$ cat src/rtl/alu_pkg.sv
// Shared opcode map, FSM states and flag bundle for the sequential ALU.
package alu_pkg;

    localparam logic [3:0] OP_ADD = 4'd0;
    localparam logic [3:0] OP_SUB = 4'd1;
    localparam logic [3:0] OP_MUL = 4'd2;
    localparam logic [3:0] OP_DIV = 4'd3;
    localparam logic [3:0] OP_AND = 4'd4;
    localparam logic [3:0] OP_OR  = 4'd5;
    localparam logic [3:0] OP_XOR = 4'd6;
    localparam logic [3:0] OP_NOT = 4'd7;
    localparam logic [3:0] OP_SHL = 4'd8;
    localparam logic [3:0] OP_SHR = 4'd9;
    localparam logic [3:0] OP_REM = 4'd10;

    typedef enum logic {
        IDLE = 1'b0,
        DIV  = 1'b1
    } state_e;

    // err causes:
    //   illegal opcode   -> y = 0
    //   DIV by zero      -> y = all ones, overflow = 0
    //   REM by zero      -> y = a
    typedef struct packed {
        logic zero;
        logic negative;
        logic carry;
        logic overflow;
        logic err;
    } flags_t;

endpackage

$ cat src/rtl/alu_seq_if.sv
// Operand/opcode request and result/flag response channels of alu_seq.
interface alu_seq_if #(
    parameter int WIDTH = 8
);
    logic             in_valid;
    logic             in_ready;
    logic [3:0]       opcode;
    logic [WIDTH-1:0] a;
    logic [WIDTH-1:0] b;
    logic             out_valid;
    logic             out_ready;
    logic [WIDTH-1:0] y;
    logic             zero;
    logic             negative;
    logic             carry;
    logic             overflow;
    logic             err;

    modport master (
        output in_valid, opcode, a, b, out_ready,
        input  in_ready, out_valid, y, zero, negative, carry, overflow, err
    );

    modport slave (
        input  in_valid, opcode, a, b, out_ready,
        output in_ready, out_valid, y, zero, negative, carry, overflow, err
    );
endinterface

$ cat src/rtl/alu_div_iter.sv
// Iterative restoring unsigned divider: one quotient bit per clock, the first
// bit is produced on the start edge so done rises WIDTH cycles after start.
module alu_div_iter #(
    parameter int WIDTH = 8
) (
    input  logic             clk,
    input  logic             rst,
    input  logic             start,
    input  logic [WIDTH-1:0] dividend,
    input  logic [WIDTH-1:0] divisor,
    output logic             done,
    output logic [WIDTH-1:0] quotient,
    output logic [WIDTH-1:0] remainder
);
    localparam int CW = $clog2(WIDTH);

    logic [WIDTH-1:0] rem_q, rem_d;
    logic [WIDTH-1:0] quo_q, quo_d;
    logic [WIDTH-1:0] dvs_q, dvs_d;
    logic [CW-1:0]    cnt_q, cnt_d;
    logic             busy_q, busy_d;

    logic [WIDTH-1:0] src_rem, src_quo, src_dvs;
    logic [WIDTH:0]   shifted;
    logic             fits;
    logic [WIDTH-1:0] step_rem, step_quo;

    always_comb begin
        src_rem  = start ? '0 : rem_q;
        src_quo  = start ? dividend : quo_q;
        src_dvs  = start ? divisor : dvs_q;
        shifted  = {src_rem, src_quo[WIDTH-1]};
        fits     = shifted >= {1'b0, src_dvs};
        // When the trial subtraction fits, its result is below the divisor,
        // so the low WIDTH bits carry the whole partial remainder.
        step_rem = fits ? (shifted[WIDTH-1:0] - src_dvs) : shifted[WIDTH-1:0];
        step_quo = {src_quo[WIDTH-2:0], fits};
    end

    always_comb begin
        rem_d  = rem_q;
        quo_d  = quo_q;
        dvs_d  = dvs_q;
        cnt_d  = cnt_q;
        busy_d = busy_q;
        if (start) begin
            rem_d  = step_rem;
            quo_d  = step_quo;
            dvs_d  = divisor;
            cnt_d  = CW'(WIDTH - 1);
            busy_d = 1'b1;
        end else if (busy_q) begin
            if (cnt_q != '0) begin
                rem_d = step_rem;
                quo_d = step_quo;
                cnt_d = cnt_q - 1'b1;
            end else begin
                busy_d = 1'b0;
            end
        end
    end

    always_ff @(posedge clk) begin
        if (rst) begin
            rem_q  <= '0;
            quo_q  <= '0;
            dvs_q  <= '0;
            cnt_q  <= '0;
            busy_q <= 1'b0;
        end else begin
            rem_q  <= rem_d;
            quo_q  <= quo_d;
            dvs_q  <= dvs_d;
            cnt_q  <= cnt_d;
            busy_q <= busy_d;
        end
    end

    assign done      = busy_q && (cnt_q == '0);
    assign quotient  = quo_q;
    assign remainder = rem_q;

endmodule

$ cat src/rtl/alu_seq.sv
// Handshaked WIDTH-bit ALU with registered single-entry output and multi-cycle DIV.
// Define ALU_SEQ_REMAINDER_EN to enable opcode 4'b1010 (REM) on the shared divider.
//
//   state | meaning
//   IDLE  | accepting ops whenever the output slot is free or draining
//   DIV   | divider iterating; input stalled until the result is loaded
module alu_seq
    import alu_pkg::*;
#(
    parameter int WIDTH = 8
) (
    input logic      clk,
    input logic      rst,
    alu_seq_if.slave bus
);
    localparam logic [WIDTH-1:0] SH_LIM = WIDTH'(WIDTH);

    state_e           state_q, state_d;
    logic             out_valid_q, out_valid_d;
    logic [WIDTH-1:0] y_q, y_d;
    flags_t           flags_q, flags_d;
    logic             is_rem_q, is_rem_d;

    logic [WIDTH:0]     sum;
    logic [WIDTH-1:0]   diff;
    logic [2*WIDTH-1:0] prod;
    logic [WIDTH-1:0]   op_y;
    logic               op_c, op_v, op_e, op_iter, op_rem;

    logic             accept;
    logic             div_start, div_done;
    logic [WIDTH-1:0] div_quo, div_rem, div_res;

    assign bus.in_ready = (state_q == IDLE) && (!out_valid_q || bus.out_ready);
    assign accept       = bus.in_valid && bus.in_ready;

    alu_div_iter #(.WIDTH(WIDTH)) u_div (
        .clk       (clk),
        .rst       (rst),
        .start     (div_start),
        .dividend  (bus.a),
        .divisor   (bus.b),
        .done      (div_done),
        .quotient  (div_quo),
        .remainder (div_rem)
    );

    always_comb begin
        sum     = {1'b0, bus.a} + {1'b0, bus.b};
        diff    = bus.a - bus.b;
        prod    = {{WIDTH{1'b0}}, bus.a} * {{WIDTH{1'b0}}, bus.b};
        op_y    = '0;
        op_c    = 1'b0;
        op_v    = 1'b0;
        op_e    = 1'b0;
        op_iter = 1'b0;
        op_rem  = 1'b0;
        case (bus.opcode)
            OP_ADD: begin
                op_y = sum[WIDTH-1:0];
                op_c = sum[WIDTH];
                op_v = (bus.a[WIDTH-1] == bus.b[WIDTH-1]) && (op_y[WIDTH-1] != bus.a[WIDTH-1]);
            end
            OP_SUB: begin
                op_y = diff;
                op_c = bus.a < bus.b;
                op_v = (bus.a[WIDTH-1] != bus.b[WIDTH-1]) && (op_y[WIDTH-1] != bus.a[WIDTH-1]);
            end
            OP_MUL: begin
                op_y = prod[WIDTH-1:0];
                op_v = |prod[2*WIDTH-1:WIDTH];
            end
            OP_DIV: begin
                if (bus.b == '0) begin
                    op_y = '1;
                    op_e = 1'b1;
                end else begin
                    op_iter = 1'b1;
                end
            end
            OP_AND: op_y = bus.a & bus.b;
            OP_OR:  op_y = bus.a | bus.b;
            OP_XOR: op_y = bus.a ^ bus.b;
            OP_NOT: op_y = ~bus.a;
            OP_SHL: op_y = (bus.b >= SH_LIM) ? '0 : (bus.a << bus.b);
            OP_SHR: op_y = (bus.b >= SH_LIM) ? '0 : (bus.a >> bus.b);
`ifdef ALU_SEQ_REMAINDER_EN
            OP_REM: begin
                if (bus.b == '0) begin
                    op_y = bus.a;
                    op_e = 1'b1;
                end else begin
                    op_iter = 1'b1;
                    op_rem  = 1'b1;
                end
            end
`endif
            default: op_e = 1'b1;
        endcase
    end

    assign div_res = is_rem_q ? div_rem : div_quo;

    always_comb begin
        state_d     = state_q;
        out_valid_d = out_valid_q;
        y_d         = y_q;
        flags_d     = flags_q;
        is_rem_d    = is_rem_q;
        div_start   = 1'b0;
        if (out_valid_q && bus.out_ready) begin
            out_valid_d = 1'b0;
        end
        case (state_q)
            IDLE: begin
                if (accept) begin
                    if (op_iter) begin
                        state_d   = DIV;
                        div_start = 1'b1;
                        is_rem_d  = op_rem;
                    end else begin
                        out_valid_d      = 1'b1;
                        y_d              = op_y;
                        flags_d.zero     = (op_y == '0);
                        flags_d.negative = op_y[WIDTH-1];
                        flags_d.carry    = op_c;
                        flags_d.overflow = op_v;
                        flags_d.err      = op_e;
                    end
                end
            end
            DIV: begin
                if (div_done) begin
                    state_d          = IDLE;
                    out_valid_d      = 1'b1;
                    y_d              = div_res;
                    flags_d.zero     = (div_res == '0);
                    flags_d.negative = div_res[WIDTH-1];
                    flags_d.carry    = 1'b0;
                    flags_d.overflow = 1'b0;
                    flags_d.err      = 1'b0;
                end
            end
            default: state_d = IDLE;
        endcase
    end

    always_ff @(posedge clk) begin
        if (rst) begin
            state_q     <= IDLE;
            out_valid_q <= 1'b0;
            y_q         <= '0;
            flags_q     <= '0;
            is_rem_q    <= 1'b0;
        end else begin
            state_q     <= state_d;
            out_valid_q <= out_valid_d;
            y_q         <= y_d;
            flags_q     <= flags_d;
            is_rem_q    <= is_rem_d;
        end
    end

    assign bus.out_valid = out_valid_q;
    assign bus.y         = y_q;
    assign bus.zero      = flags_q.zero;
    assign bus.negative  = flags_q.negative;
    assign bus.carry     = flags_q.carry;
    assign bus.overflow  = flags_q.overflow;
    assign bus.err       = flags_q.err;

endmodule
$ cat src/flat_wrapper.sv
// flat-port wrapper written by rule: the top's interface ports become plain ports
module alu_seq_flat import alu_pkg::*;
#(
    parameter int WIDTH = 8
)
  (clk, rst, bus_in_valid, bus_opcode, bus_a, bus_b, bus_out_ready, bus_in_ready, bus_out_valid, bus_y, bus_zero, bus_negative, bus_carry, bus_overflow, bus_err);
  alu_seq_if #(.WIDTH(WIDTH)) bus_i ();
  input logic clk;
  input logic rst;
  input wire logic [$bits(bus_i.in_valid)-1:0] bus_in_valid;
  input wire logic [$bits(bus_i.opcode)-1:0] bus_opcode;
  input wire logic [$bits(bus_i.a)-1:0] bus_a;
  input wire logic [$bits(bus_i.b)-1:0] bus_b;
  input wire logic [$bits(bus_i.out_ready)-1:0] bus_out_ready;
  output wire logic [$bits(bus_i.in_ready)-1:0] bus_in_ready;
  output wire logic [$bits(bus_i.out_valid)-1:0] bus_out_valid;
  output wire logic [$bits(bus_i.y)-1:0] bus_y;
  output wire logic [$bits(bus_i.zero)-1:0] bus_zero;
  output wire logic [$bits(bus_i.negative)-1:0] bus_negative;
  output wire logic [$bits(bus_i.carry)-1:0] bus_carry;
  output wire logic [$bits(bus_i.overflow)-1:0] bus_overflow;
  output wire logic [$bits(bus_i.err)-1:0] bus_err;
  assign bus_i.in_valid = bus_in_valid;
  assign bus_i.opcode = bus_opcode;
  assign bus_i.a = bus_a;
  assign bus_i.b = bus_b;
  assign bus_i.out_ready = bus_out_ready;
  assign bus_in_ready = bus_i.in_ready;
  assign bus_out_valid = bus_i.out_valid;
  assign bus_y = bus_i.y;
  assign bus_zero = bus_i.zero;
  assign bus_negative = bus_i.negative;
  assign bus_carry = bus_i.carry;
  assign bus_overflow = bus_i.overflow;
  assign bus_err = bus_i.err;
  alu_seq #(.WIDTH(WIDTH)) u_core (.clk(clk), .rst(rst), .bus(bus_i));
endmodule
$ cat config.mk
export PLATFORM = sky130hd
export DESIGN_NAME = alu_seq_flat
export DESIGN_NICKNAME = d
export VERILOG_FILES = /design/src/rtl/alu_pkg.sv /design/src/rtl/alu_seq_if.sv /design/src/rtl/alu_div_iter.sv /design/src/rtl/alu_seq.sv /design/src/flat_wrapper.sv
export SDC_FILE = /design/constraint.sdc
export NUM_CORES = 1
export LEC_CHECK = 0
export ABC_AREA = 1
export CAP_MARGIN = 10
export CORE_ASPECT_RATIO = 1.75
export CORE_UTILIZATION = 35
export CTS_BUF_LIST = sky130_fd_sc_hd__clkbuf_8
export DETAILED_ROUTE_END_ITERATION = 6
export GPL_TIMING_DRIVEN = 0
export PLACE_DENSITY = 0.54
export SETUP_SLACK_MARGIN = 0.1
export SLEW_MARGIN = 20
export SYNTH_ARGS = -nofsm -noshare
export SYNTH_HDL_FRONTEND = slang
export SYNTH_SLANG_ARGS = --single-unit
$ cat constraint.sdc
create_clock -name clk -period 17.3 [get_ports clk]
set_clock_uncertainty 0.1 [all_clocks]
set_input_delay 5.19 -clock clk [delete_from_list [all_inputs] [get_ports clk]]
set_output_delay 5.19 -clock clk [all_outputs]
set_load 0.05 [all_outputs]
# Yosys cells after proc, flatten, opt, wreduce, memory -nomap -nowiden
# Cells that the tools add are included.
[word_totals]
reg_bits = 43
latchBits = 0
ramBits = 0
mem_bits_ro = 0
inputBits = 24
output_inout_bits = 15
elab_cells = 108
memories = 0
[op_classes]
add_sub_neg = 4
mul = 1
n_div = 0
n_lt_le_gt_ge = 3
eq_ne = 16
shift = 2
mux = 44
n_bitwise = 5
n_reduce_logical = 20
[op_table]
columns = ["op", "n"]
rows = [
  ["8-bit two-way mux", 16],
  ["8-bit case mux with 10 select lines", 1],
  ["8-bit logical NOT", 3],
  ["4-bit by 3-bit == test with 1-bit output, second input constant", 4],
  ["8-bit by 8-bit multiplier with 16-bit output", 1],
  ["8-bit case mux with 2 select lines", 1],
  ["8-bit subtractor", 2],
  ["5-bit two-way mux", 3],
  ["1-bit two-way mux", 14],
  ["5-bit case mux with 2 select lines", 1],
  ["8-bit by 8-bit adder with 9-bit output", 1],
  ["9-bit by 8-bit >= comparator with 1-bit output", 1],
  ["3-bit two-way mux", 3],
  ["9-bit OR reduction", 1],
  ["8-bit AND", 1],
  ["4-bit by 2-bit == test with 1-bit output, second input constant", 2],
  ["4-bit == test, second input constant", 2],
  ["8-bit by 4-bit >= comparator with 1-bit output, second input constant", 1],
  ["8-bit < comparator", 1],
  ["8-bit inverter", 1],
  ["8-bit bitwise OR", 1],
  ["1-bit case mux with 2 select lines", 4],
  ["8-bit OR reduction", 1],
  ["8-bit by 8-bit left shift with 8-bit output", 1],
  ["19 further kinds", 28],
]

# Logic depth before layout (Yosys ltp)
# Gate-level depths: netlist of the first run.
[depth]
depth_word = 12
depth_mapped = 26
depth_no_buf = 26

# Modules after synthesis
# A second synthesis of the first run with hierarchy kept.
[unflattened]
cells_unflattened = 1095
area_unflattened_um2 = 6769.0
[by_module_without_submodules]
columns = ["module", "instances", "cells_each", "area_per_inst_um2", "seq_area_each_um2"]
rows = [
  ["alu_seq", 1, 849, 5098.6, 280.3],
  ["alu_div_iter", 1, 246, 1670.4, 560.5],
]

# Worst setup path before layout of the first run
# OpenSTA, ideal clock, no wires.
[synth_timing]
path_kind = "input -> output"
from = "in bus_out_ready"
to = "out bus_in_ready"
t_arrival_ps = 5900
required_time_ps = 12010
slack_ps = 6110
stages = 2
path_buffers = 0
cell_sequence = "nor2_1 > nor2_1"
[synth_between]
elab_chain_cells = 2
[synth_lines]
columns = ["item", "line", "source"]
rows = [
  ["from (decl)", "flat_wrapper.sv:14", "input wire logic [$bits(bus_i.out_ready)-1:0] bus_out_ready;"],
  ["1-bit logical OR", "alu_seq.sv:34", "assign bus.in_ready = (state_q == IDLE) && (!out_valid_q || bus.out_ready);"],
  ["1-bit logical AND", "alu_seq.sv:34", ""],
  ["to (decl)", "flat_wrapper.sv:15", "output wire logic [$bits(bus_i.in_ready)-1:0] bus_in_ready;"],
]
# Every way passes these cells.

# Worst setup path after layout of the first run
# Ends and elaborated chain as after synthesis.

==> impl_metrics.tcl, run 1 <==
set metrics [dict create \
    yosysUniqueCellTypes 49 \
    cts_hold_buf 0 \
    ctsResizeCount 0 \
    p_switching_mw 0.2470 \
    drc 0 \
    critical_path.endpoint_type "primary output" \
    synthesis.area_um2 6761 \
    grt_pass1_vias 6902 \
    synth_top_cell_by_area "nand2_1" \
    synth_fp_nets 1204 \
    cts_tree "yes" \
    clockRootBuffer "clkbuf_8" \
    status "complete, no violations" \
    synthTopCellsByArea "nand2_1 (16%), ha_1 (13%), dfxtp_1 (12%)" \
    ys_top_cells_by_count "nand2_1 (288), inv_1 (175), nand3_1 (104)" \
    die_x_um 107.1 \
    cp_slowest_cell "clkdlybuf4s50_1" \
    clk_path_buf_depth 2 \
    cp-start-kind "input port" \
    fillers 2065 \
    antenna_found_initial 0 \
    maxSlewHeadroom_pct 51.68 \
    p_sw_share_pct 48.89 \
    synth-edff-count 0 \
    crit_required_ns 12.01 \
    fin_crit_sh_pct 68.95 \
    postRouteAntennaNets 0 \
    dp_hpwl_um 19070 \
    setup_viol 0 \
    irDropWorstVdd_mv 0.06676 \
    cts.sinks 42 \
    grt_max_degree 14 \
    dr.pass1.iters 5 \
    cp_max_fo 2 \
    combPwrFrac_pct 64.0 \
    numCtsBuffers 5 \
    synth_mux_area_share_pct 0 \
    cp_top_family "buffers and inverters" \
    port_buffers 38 \
    layout.nets 1249 \
    gr-total-overflow 0 \
    synthCells 1071 \
    rsz0062_at_grt "no" \
    post_cts_buffers 0 \
    grt_pass1_wl_um 35310 \
    path_clk_slew_ns 0.08 \
    ys_seq_area_share_pct 12.44 \
    detail_route.iter0.violations 401 \
    yosys.area_share.simple_pct 35.86 \
    maxSlewViolCount 0 \
    final_area_um2 7550 \
    syn_area_per_cell_um2 6.313 \
    ys_seq_elements 42 \
    vias 6851 \
    grt_use_total_pct 23.38 \
    synth_top_family_by_area "simple AND/OR/NAND/NOR gates" \
    synth_compound_area_share_pct 11.58 \
    p_leak_nw 4.014 \
    hold_viol_final 0 \
    initial_core_util_pct 36.07 \
    ys.flop_type "dfxtp_1" \
    die_area_um2 19900 \
    area_growth_pct 11.66 \
    seq_power_share_pct 20.3 \
    crit_buf_inv 2 \
    async_flop_share_pct 0 \
    yosysMostFrequentCell "nand2_1" \
    max_freq_ghz 0.08384 \
    hold_class "flop to flop" \
    power.density_nw_per_um2 66.92 \
    core_area_um2 18750 \
    tightest_slew_ns 0.7248 \
    wl_per_cell_um 16.58 \
    die_h_um 185.9 \
    synthXorXnorAreaFrac_pct 0.9067 \
    yosys.area_share.adder_pct 24.50 \
    yosys.area.top_type_share_pct 15.99 \
    drv_cap 0 \
    intPower_mw 0.2582 \
    ys_warn_count 0 \
    fin_crit_ns 11.93 \
    crit_type "input port to primary output" \
    num_io_pins 39 \
    pwr-share-clk_pct 15.7 \
    critical_path.max_stage_delay_ns 0.82 \
    num_rows 66 \
    n_antenna_cell 0 \
    htree_levels 2 \
    clkLatencyLatePin_ns 0.32 \
    crit_arrival_ns 6.64 \
    dpl_cell_area_um2 7440 \
    wirelength_um 22470 \
    final_layout_size_suffix_gt1_share_pct 7.968 \
    vias_per_cell 5.056 \
    setup_tns_ns 0 \
    crit_chain "clkdlybuf4s50_1, nor2_1, nor2_1, clkdlybuf4s50_1" \
    place.gp.congestion 0.9567 \
]
final timing paths:
kind / cells after the start / to / slack [ns] / startpoint
worst min-delay path: 2 / u_core.u_div.cnt_q[0] / 0.37 / u_core.u_div.cnt_q[0]
worst max-delay path: 4 / bus_in_ready / 5.37 / bus_out_ready
worst min register to register: 2 / u_core.u_div.cnt_q[0] / 0.37 / u_core.u_div.cnt_q[0]
worst max register to register: 17 / u_core.u_div.remainder[6] / 13.91 / u_core.state_q
cells in the final DEF (no fill, tap or decap), drive strengths merged, types with 5 or more instances in the layout:
cell type / instances
nand3b: 6
fa: 39
o21ai: 62
nand4: 19
nor2: 98
a21oi: 58
ha: 70
xor2: 5
clkdlybuf4s50: 38
a31oi: 7
buf: 35
nand2: 296
nor3: 7
inv: 188
clkbuf: 10
or2: 7
nand3: 107
dfxtp: 42
layout make-up:
cell class,instances,area (um^2),area share (%)
clock buffer,5,68.82,0.9115
timing repair buffer,38,380.4,5.038
sequential,42,840.8,11.14
buffer,40,276.5,3.663
clock inverter,3,41.29,0.5469
inverter,190,718.2,9.513
multi-input combinational,799,4926,65.25
tap,238,297.8,3.944
state kept, by name, summed over array words and instances (netlist names):
signal                  cells
u_core.bus.carry            1
u_core.bus.err              1
u_core.bus.negative         1
u_core.bus.out_valid        1
u_core.bus.overflow         1
u_core.bus.y                7
u_core.bus.zero             1
u_core.state_q              1
u_core.u_div.busy_q         1
u_core.u_div.cnt_q          3
u_core.u_div.dvs_q          8
u_core.u_div.quotient       8
u_core.u_div.remainder      8
routing by layer:
metal / part of all wire [%] / global-route usage (%) / vias to the layer above / wire length (um)
met1: 35 / 22.26 / 3164 / 7898
met5: 0 / 0 / - / 0
met2: 56 / 47.46 / 159 / 12600
met3: 2.7 / 1.261 / 51 / 602
met4: 6.1 / 14.58 / 0 / 1367
li1: - / - / 3477 / -
through the flow:
step | power [mW] | cells | util [%] | hold WS (ns) | setup WS [ns]
after floorplan | 0.3431 | 1071 | - | 0.3438 | 6.110
after global placement | 0.4285 | 1347 | 39.69 | 0.3557 | 5.374
after detailed placement | 0.4298 | 1347 | 39.69 | 0.3613 | 5.364
after CTS | 0.5116 | 1355 | 40.28 | 0.3743 | 5.362
after global routing | 0.5563 | 1355 | 40.28 | 0.4021 | 5.324
final | 0.5052 | 1355 | 40.28 | 0.3682 | 5.372
power groups by stage:
stage | clock, mW | combinational, mW | sequential [mW]
after floorplan | 0 | 0.231 | 0.112
after global placement | 0 | 0.324 | 0.105
after detailed placement | 0 | 0.325 | 0.105
after CTS | 0.0824 | 0.327 | 0.103
after global routing | 0.0855 | 0.368 | 0.103
final | 0.0794 | 0.323 | 0.103
cells by family (layout without fill, tap and decap cells):
kind of cell	Yosys count	in the layout
AOI/OAI and AO/OA	140	140
xor gates and xnor gates	7	7
adders and majority gates	109	109
buffers and inverters	230	276
DFF	42	42
and+or+nand+nor	543	543
tightest hold or removal path: cells and delay by family (launching register included):
family | cells | cell delay (ns)
compound gates | 1 | 0.05
flops | 1 | 0.32
simple gates | 1 | 0.06
Note: power is estimated with default switching activity, not from simulation.
==> inputs of run 2 (changes only) <==
==> constraint.sdc (replaced) <==
create_clock -name clk -period 11.7 [get_ports clk]
set_clock_uncertainty 0.1 [all_clocks]
set_input_delay 3.51 -clock clk [delete_from_list [all_inputs] [get_ports clk]]
set_output_delay 3.51 -clock clk [all_outputs]
set_load 0.05 [all_outputs]
==> results of run 2 <==
The final DEF is identical to that of run 1. Status: complete, no violations.
Among the figures that moved: setup slack after placement 5.364 ns -> 2.512 ns; setup slack after layout 5.372 ns -> 2.871 ns; start point of the critical path bus_out_ready -> bus_b[2]; end point of the critical path bus_in_ready -> u_core.bus.overflow; register-to-register setup slack 13.91 ns -> 8.31 ns; total power 0.5052 mW -> 0.7470 mW; worst IR drop on VDD 0.06676 mV -> 0.09871 mV
